[config.mk]
export PLATFORM = sky130hd
export DESIGN_NAME = encrypt_seq_ctrl
export DESIGN_NICKNAME = d
export VERILOG_FILES = /design/src/rtl/encrypt_seq_ctrl.sv
export SDC_FILE = /design/constraint.sdc
export NUM_CORES = 1
export LEC_CHECK = 0
export BUFFER_PORTS_ARGS = -buffer_cell sky130_fd_sc_hd__buf_4
export CAP_MARGIN = 20
export CORE_UTILIZATION = 25
export CTS_CLUSTER_SIZE = 25
export DETAILED_ROUTE_END_ITERATION = 6
export PLACE_DENSITY = 0.51
export SLEW_MARGIN = 20
export SYNTH_ARGS = -nofsm -noshare
export SYNTH_HDL_FRONTEND = slang
export SYNTH_SLANG_ARGS = --single-unit
[constraint.sdc]
create_clock -name clk -period 6.6 [get_ports clk]
set_input_delay 0.66 -clock clk [delete_from_list [all_inputs] [get_ports clk]]
set_output_delay 0.66 -clock clk [all_outputs]
set_load 0.01 [all_outputs]
[src/rtl/encrypt_seq_ctrl.sv]
// LFSR message-encryption sequencer: loads run config from DM, encrypts 64 slots into DM[OUT_BASE+i].
// Define LFSR_RAW_TAPS_EN to load the tap mask straight from DM instead of the pattern table.
module encrypt_seq_ctrl #(
  parameter logic [7:0] MSG_BASE  = 8'd0,
  parameter logic [7:0] PRE_ADDR  = 8'd61,
  parameter logic [7:0] PTN_ADDR  = 8'd62,
  parameter logic [7:0] SEED_ADDR = 8'd63,
  parameter logic [7:0] OUT_BASE  = 8'd64,
  parameter logic [6:0] NUM_BYTES = 7'd64,
  parameter logic [7:0] PRE_MIN   = 8'd10,
  parameter logic [7:0] PRE_MAX   = 8'd26
) (
  input  logic       clk,
  input  logic       init,
  input  logic       req,
  output logic       ack,
  output logic [7:0] dm_addr,
  output logic       dm_wr_en,
  output logic [7:0] dm_wdata,
  input  logic [7:0] dm_rdata
);

  localparam logic [2:0] IDLE    = 3'd0;
  localparam logic [2:0] LD_PRE  = 3'd1;
  localparam logic [2:0] LD_PTN  = 3'd2;
  localparam logic [2:0] LD_SEED = 3'd3;
  localparam logic [2:0] RD      = 3'd4;
  localparam logic [2:0] WR      = 3'd5;
  localparam logic [2:0] DONE    = 3'd6;

  function automatic logic even_parity(input logic [6:0] v);
    return ^v;
  endfunction

  function automatic logic [7:0] encode(input logic [7:0] b, input logic [6:0] l);
    logic [7:0] x;
    x = b ^ {1'b0, l};
    return {even_parity(x[6:0]), x[6:0]};
  endfunction

  function automatic logic [7:0] clamp_pre(input logic [7:0] v);
    if (v < PRE_MIN) begin
      return PRE_MIN;
    end else if (v > PRE_MAX) begin
      return PRE_MAX;
    end else begin
      return v;
    end
  endfunction

`ifdef LFSR_RAW_TAPS_EN
  function automatic logic [6:0] decode_taps(input logic [6:0] s);
    return (s == 7'h00) ? 7'h60 : s;
  endfunction
`else
  function automatic logic [6:0] decode_taps(input logic [7:0] s);
    logic [3:0] idx;
    idx = (s == 8'd8) ? 4'd8 : {1'b0, s[2:0]};
    case (idx)
      4'd0:    return 7'h60;
      4'd1:    return 7'h48;
      4'd2:    return 7'h78;
      4'd3:    return 7'h72;
      4'd4:    return 7'h6A;
      4'd5:    return 7'h69;
      4'd6:    return 7'h5C;
      4'd7:    return 7'h7E;
      4'd8:    return 7'h7B;
      default: return 7'h60;
    endcase
  endfunction
`endif

  logic [2:0] state_q, state_d;
  logic [6:0] i_q, i_d;
  logic [7:0] pre_q, pre_d;
  logic [6:0] taps_q, taps_d;
  logic [6:0] lfsr_q, lfsr_d;
  logic [7:0] byte_q, byte_d;
  logic       req_q, req_d;
  logic       ack_q, ack_d;
  logic       wr_q, wr_d;
  logic [7:0] addr_q, addr_d;
  logic [7:0] wdata_q, wdata_d;
  logic [7:0] slot_s;

  // Next-state and datapath updates for the sequencer FSM.
  always_comb begin
    state_d = state_q;
    i_d     = i_q;
    pre_d   = pre_q;
    taps_d  = taps_q;
    lfsr_d  = lfsr_q;
    byte_d  = byte_q;
    req_d   = req;
    case (state_q)
      IDLE: begin
        if (req_q && !req) begin
          state_d = LD_PRE;
        end else begin
          state_d = IDLE;
        end
      end
      LD_PRE: begin
        pre_d   = clamp_pre(dm_rdata);
        state_d = LD_PTN;
      end
      LD_PTN: begin
`ifdef LFSR_RAW_TAPS_EN
        taps_d  = decode_taps(dm_rdata[6:0]);
`else
        taps_d  = decode_taps(dm_rdata);
`endif
        state_d = LD_SEED;
      end
      LD_SEED: begin
        lfsr_d  = (dm_rdata[6:0] == 7'h00) ? 7'h01 : dm_rdata[6:0];
        i_d     = 7'd0;
        state_d = RD;
      end
      RD: begin
        byte_d  = ({1'b0, i_q} >= pre_q) ? dm_rdata : 8'h20;
        state_d = WR;
      end
      WR: begin
        lfsr_d = {lfsr_q[5:0], ^(lfsr_q & taps_q)};
        i_d    = i_q + 7'd1;
        if (i_q == NUM_BYTES - 7'd1) begin
          state_d = DONE;
        end else begin
          state_d = RD;
        end
      end
      DONE: begin
        if (req) begin
          state_d = IDLE;
        end else begin
          state_d = DONE;
        end
      end
      default: state_d = IDLE;
    endcase
  end

  // Outputs are registered, so they are derived from the state being entered.
  always_comb begin
    ack_d   = (state_d == DONE);
    wr_d    = (state_d == WR);
    slot_s  = {1'b0, i_d};
    wdata_d = 8'h00;
    case (state_d)
      LD_PRE:  addr_d = PRE_ADDR;
      LD_PTN:  addr_d = PTN_ADDR;
      LD_SEED: addr_d = SEED_ADDR;
      RD: begin
        if (slot_s >= pre_d) begin
          addr_d = MSG_BASE + (slot_s - pre_d);
        end else begin
          addr_d = 8'd0;
        end
      end
      WR: begin
        addr_d  = OUT_BASE + slot_s;
        wdata_d = encode(byte_d, lfsr_d);
      end
      default: addr_d = 8'd0;
    endcase
  end

  // State and output registers with synchronous init.
  always_ff @(posedge clk) begin
    if (init) begin
      state_q <= IDLE;
      i_q     <= 7'd0;
      pre_q   <= 8'd0;
      taps_q  <= 7'd0;
      lfsr_q  <= 7'd0;
      byte_q  <= 8'd0;
      req_q   <= 1'b1;
      ack_q   <= 1'b0;
      wr_q    <= 1'b0;
      addr_q  <= 8'd0;
      wdata_q <= 8'd0;
    end else begin
      state_q <= state_d;
      i_q     <= i_d;
      pre_q   <= pre_d;
      taps_q  <= taps_d;
      lfsr_q  <= lfsr_d;
      byte_q  <= byte_d;
      req_q   <= req_d;
      ack_q   <= ack_d;
      wr_q    <= wr_d;
      addr_q  <= addr_d;
      wdata_q <= wdata_d;
    end
  end

  // init suppresses the write on the very edge it is sampled.
  assign dm_wr_en = wr_q & ~init;
  assign ack      = ack_q;
  assign dm_addr  = addr_q;
  assign dm_wdata = wdata_q;

endmodule

==> results by group <==
Outcome
  • Status: finished, violations left
  • Failing checks: DRC

Placed design
  • Port bufs: 28
  • DPL Wire Length: 5.858 mm
  • Area after DPL: 3323 sq um
  • Routability Congestion: 0.8055
  • Setup WS pre-CTS: 2.865 ns

Clock tree
  • CTS buffer count: 5
  • Clk sinks: 54
  • Post-CTS Resized: 0
  • CTS max path bufs: 2
  • CTS Hold Buffers Added: 0
  • Reg clk slew, reported paths: 0.07 ns
  • Root Buffer: clkbuf_16
  • Clk Latency, worst-skew pair: 0.29 ns
  • Post-CTS setup buffer count: 0
  • H-tree depth: 2
  • TritonCTS clock tree: yes

Layout
  • Ant diodes: 0
  • Commonest non-fill, non-tap cell in the layout: nor2_1
  • Design Area, Final: 3486 sq um
  • Area Growth Syn to Fin: 15.75%
  • Share of layout cells above drive strength 1: 0.1192
  • # fillers: 1223
  • Most frequent cells in the layout: nor2_1, dfxtp_1, nand2_1, buf_4
  • Nets: 416
  • Final core occ: 0.3014

Drt
  • Residual DRC: 3
  • Drt first pass iters: 6
  • DR WL met3: 349 microns
  • Vias per cell: 4.866
  • DR vias: 2574
  • WL met2: 3.267 mm
  • Met1 WL: 3.808 mm
  • WL/cell: 14.16 microns
  • DRT Wirelength: 7.492 mm
  • Top layer in use: met4
  • Iteration-0 DRC Markers: 149
  • Post-route ant nets: 0

Critical path
  • Worst Path Class, Setup: flip-flop to flip-flop
  • CP Cell Sequence: nand2_1 -> or4_1 -> o32ai_1 -> inv_1 -> fa_1 -> nor2b_1 -> o21ai_0 -> a21oi_1 -> o21ai_0 -> a21boi_0 -> o21ba_2 -> a221oi_1 -> nor2_1
  • Worst r2r src: state_q[0]
  • Slowest CP cell: dfxtp_1
  • Crit path capture type: flip-flop
  • Crit path DAT: 4.02 ns
  • Critical path launch point: state_q[0]
  • Top cell by count, worst path: o21ai_0
  • Startpoint class of the critical path: flip-flop
  • Worst Path Required: 6.83 ns
  • Crit-path max FO: 13
  • Max incr delay on CP: 0.61 ns

Power
  • Peak supply drop: 0.0001025 V
  • Net Sw Power: 214.7 uW
  • Comb pwr share: 0.191
  • PwrDens: 228.8 nW/um^2
  • Clock power frac: 0.369
  • Switch share: 0.2692
  • Flop pwr share: 0.440
  • Internal power: 583.0 uW
  • Pleak: 1.350 nW

Yosys
  • Post-Synthesis Cells: 366
  • Main synth FF type: dfxtp_1
  • Syn nets: 397
  • Yosys warns: 0
  • Asr flop ratio synth: 0
  • Post-synth EDFFs: 0
  • #FFs+latches synth: 54
  • Post-Syn Area: 3012 sq um
  • Sequential area share after synthesis: 0.3590
  • Synth Area per Inst: 8.229 sq um
  • Library cells used by synthesis: 60

GRT
  • Global route overflow: 0
  • Largest net degree at the start of global routing: 40
  • First-pass GRT wire length: 12.56 mm
  • Initial antenna violation count: 0
  • GR Util All Layers: 0.1256
  • Vias in the first global route: 2492

Job
  • Max_cap viols: 0

Floorplan
  • Die ar.: 12490 sq um
  • Row count: 39
  • Die Span X: 111.8 microns
  • Core area: 11560 sq um
  • Die Height: 111.8 microns
  • Initial core utilization: 0.2604
  • Ports: 29

Timing
  • Clock skew: 0.005743 ns
  • Period utilisation layout: 0.5748
  • Clock period minus worst slack: 3.794 ns
  • Setup WS post-layout: 2.806 ns
  • Final setup TNS: 0 ns
  • Unrepaired setup endpoints after global routing: no
  • Slew Limit Fails: 0
  • Hold Violations, Final: 0
  • Max Fclk: 263.6 MHz
  • Final Setup Violations: 0
  • Least-Margin Pin Slew: 0.7011 ns
  • Worst slew margin: 0.5294

Min path
  • Hold wc startpoint: taps_q[6]
  • Hold Path Class: flip-flop to flip-flop
[final cells by class]
class	count	area, sq um	share of cell area
clock inverter	1	30.03	0.008615
clock buffer	7	132.6	0.03805
tap	143	178.9	0.05133
sequential	54	1081	0.3101
inverter	22	82.58	0.02369
multi-input combinational	274	1770	0.5079
timing repair buffer	28	210.2	0.06030
[cells in the mapped netlist, types with 3 or more instances]
library cell	number	area [sq um]
o22a_1	4	35.03
xor2_1	7	61.31
nand2b_1	6	37.54
xnor2_1	17	148.9
clkbuf_1	8	30.03
nand3_1	5	25.02
inv_1	21	78.83
nor4_1	3	18.77
o21ai_0	14	70.07
nor2b_1	13	81.33
nand3b_1	3	22.52
a31oi_1	3	18.77
nor2_1	56	210.2
nand2_1	34	127.6
a211oi_1	11	82.58
buf_2	5	25.02
nor3_1	6	30.03
a21oi_1	21	105.1
dfxtp_1	54	1081
a21o_1	3	22.52
a22oi_1	5	37.54
o22ai_1	3	18.77
ha_1	19	237.7
[registers in the layout, indices dropped and copies added, names as in the netlist]
register	count
pre_q	8
byte_q	3
state_q	3
taps_q	7
wr_q	1
ack	1
dm_addr	8
lfsr_q	7
i_q	7
dm_wdata	8
req_q	1
[metrics by stage]
step	hold slack (ns)	std cells	power [mW]
after global placement	0.4704	521	0.5088
after CTS	0.4883	529	0.8032
after floorplan	0.4402	366	0.4693
after global routing	0.5156	529	0.8399
final	0.4841	529	0.7977
after detailed placement	0.4768	521	0.5101
[power groups by stage]
stage	sequential, mW	clock [mW]	combinational, mW
2_1_floorplan	0.354	0	0.115
3_3_place_gp	0.358	0	0.151
3_5_place_dp	0.358	0	0.152
4_1_cts	0.350	0.300	0.153
5_1_grt	0.352	0.317	0.171
6_report	0.351	0.294	0.152
[metal layers]
layer / vias up / GRT usage
met5: - / 0
met4: 0 / 0.03153
met3: 7 / 0.02341
met2: 54 / 0.1971
met1: 1206 / 0.1764
li1: 1307 / -
[cells by family (layout without fill, tap and decap cells)]
family                   count (synthesis)  after routing  share of synthesized area
adder cells (fa/ha/maj)                 20             20                    0.08558
XOR/XNOR                                24             24                    0.06980
AND/OR/NAND/NOR                        142            142                     0.2322
multiplexers                             2              2                   0.007063
buffers and inverters                   38             58                    0.05318
flip-flops                              54             54                     0.3590
AO/OA/AOI/OAI                           86             86                     0.1932
[worst max-delay path: cells and delay by family, from the launching register on]
kind            cells  cell delay [ns]
fa+ha+maj           1             0.45
buf+inv             1             0.13
flops               1             0.61
compound gates      7             1.49
simple gates        4             1.06
[worst paths after layout]
path,to,slack [ns],depth (start not counted)
worst min register to register,taps_q[6],0.48,2
worst min-delay path,taps_q[6],0.48,2
worst max register to register,dm_addr[1],2.81,13
worst max-delay path,dm_addr[1],2.81,13
Power figures use the tool's default switching activity.
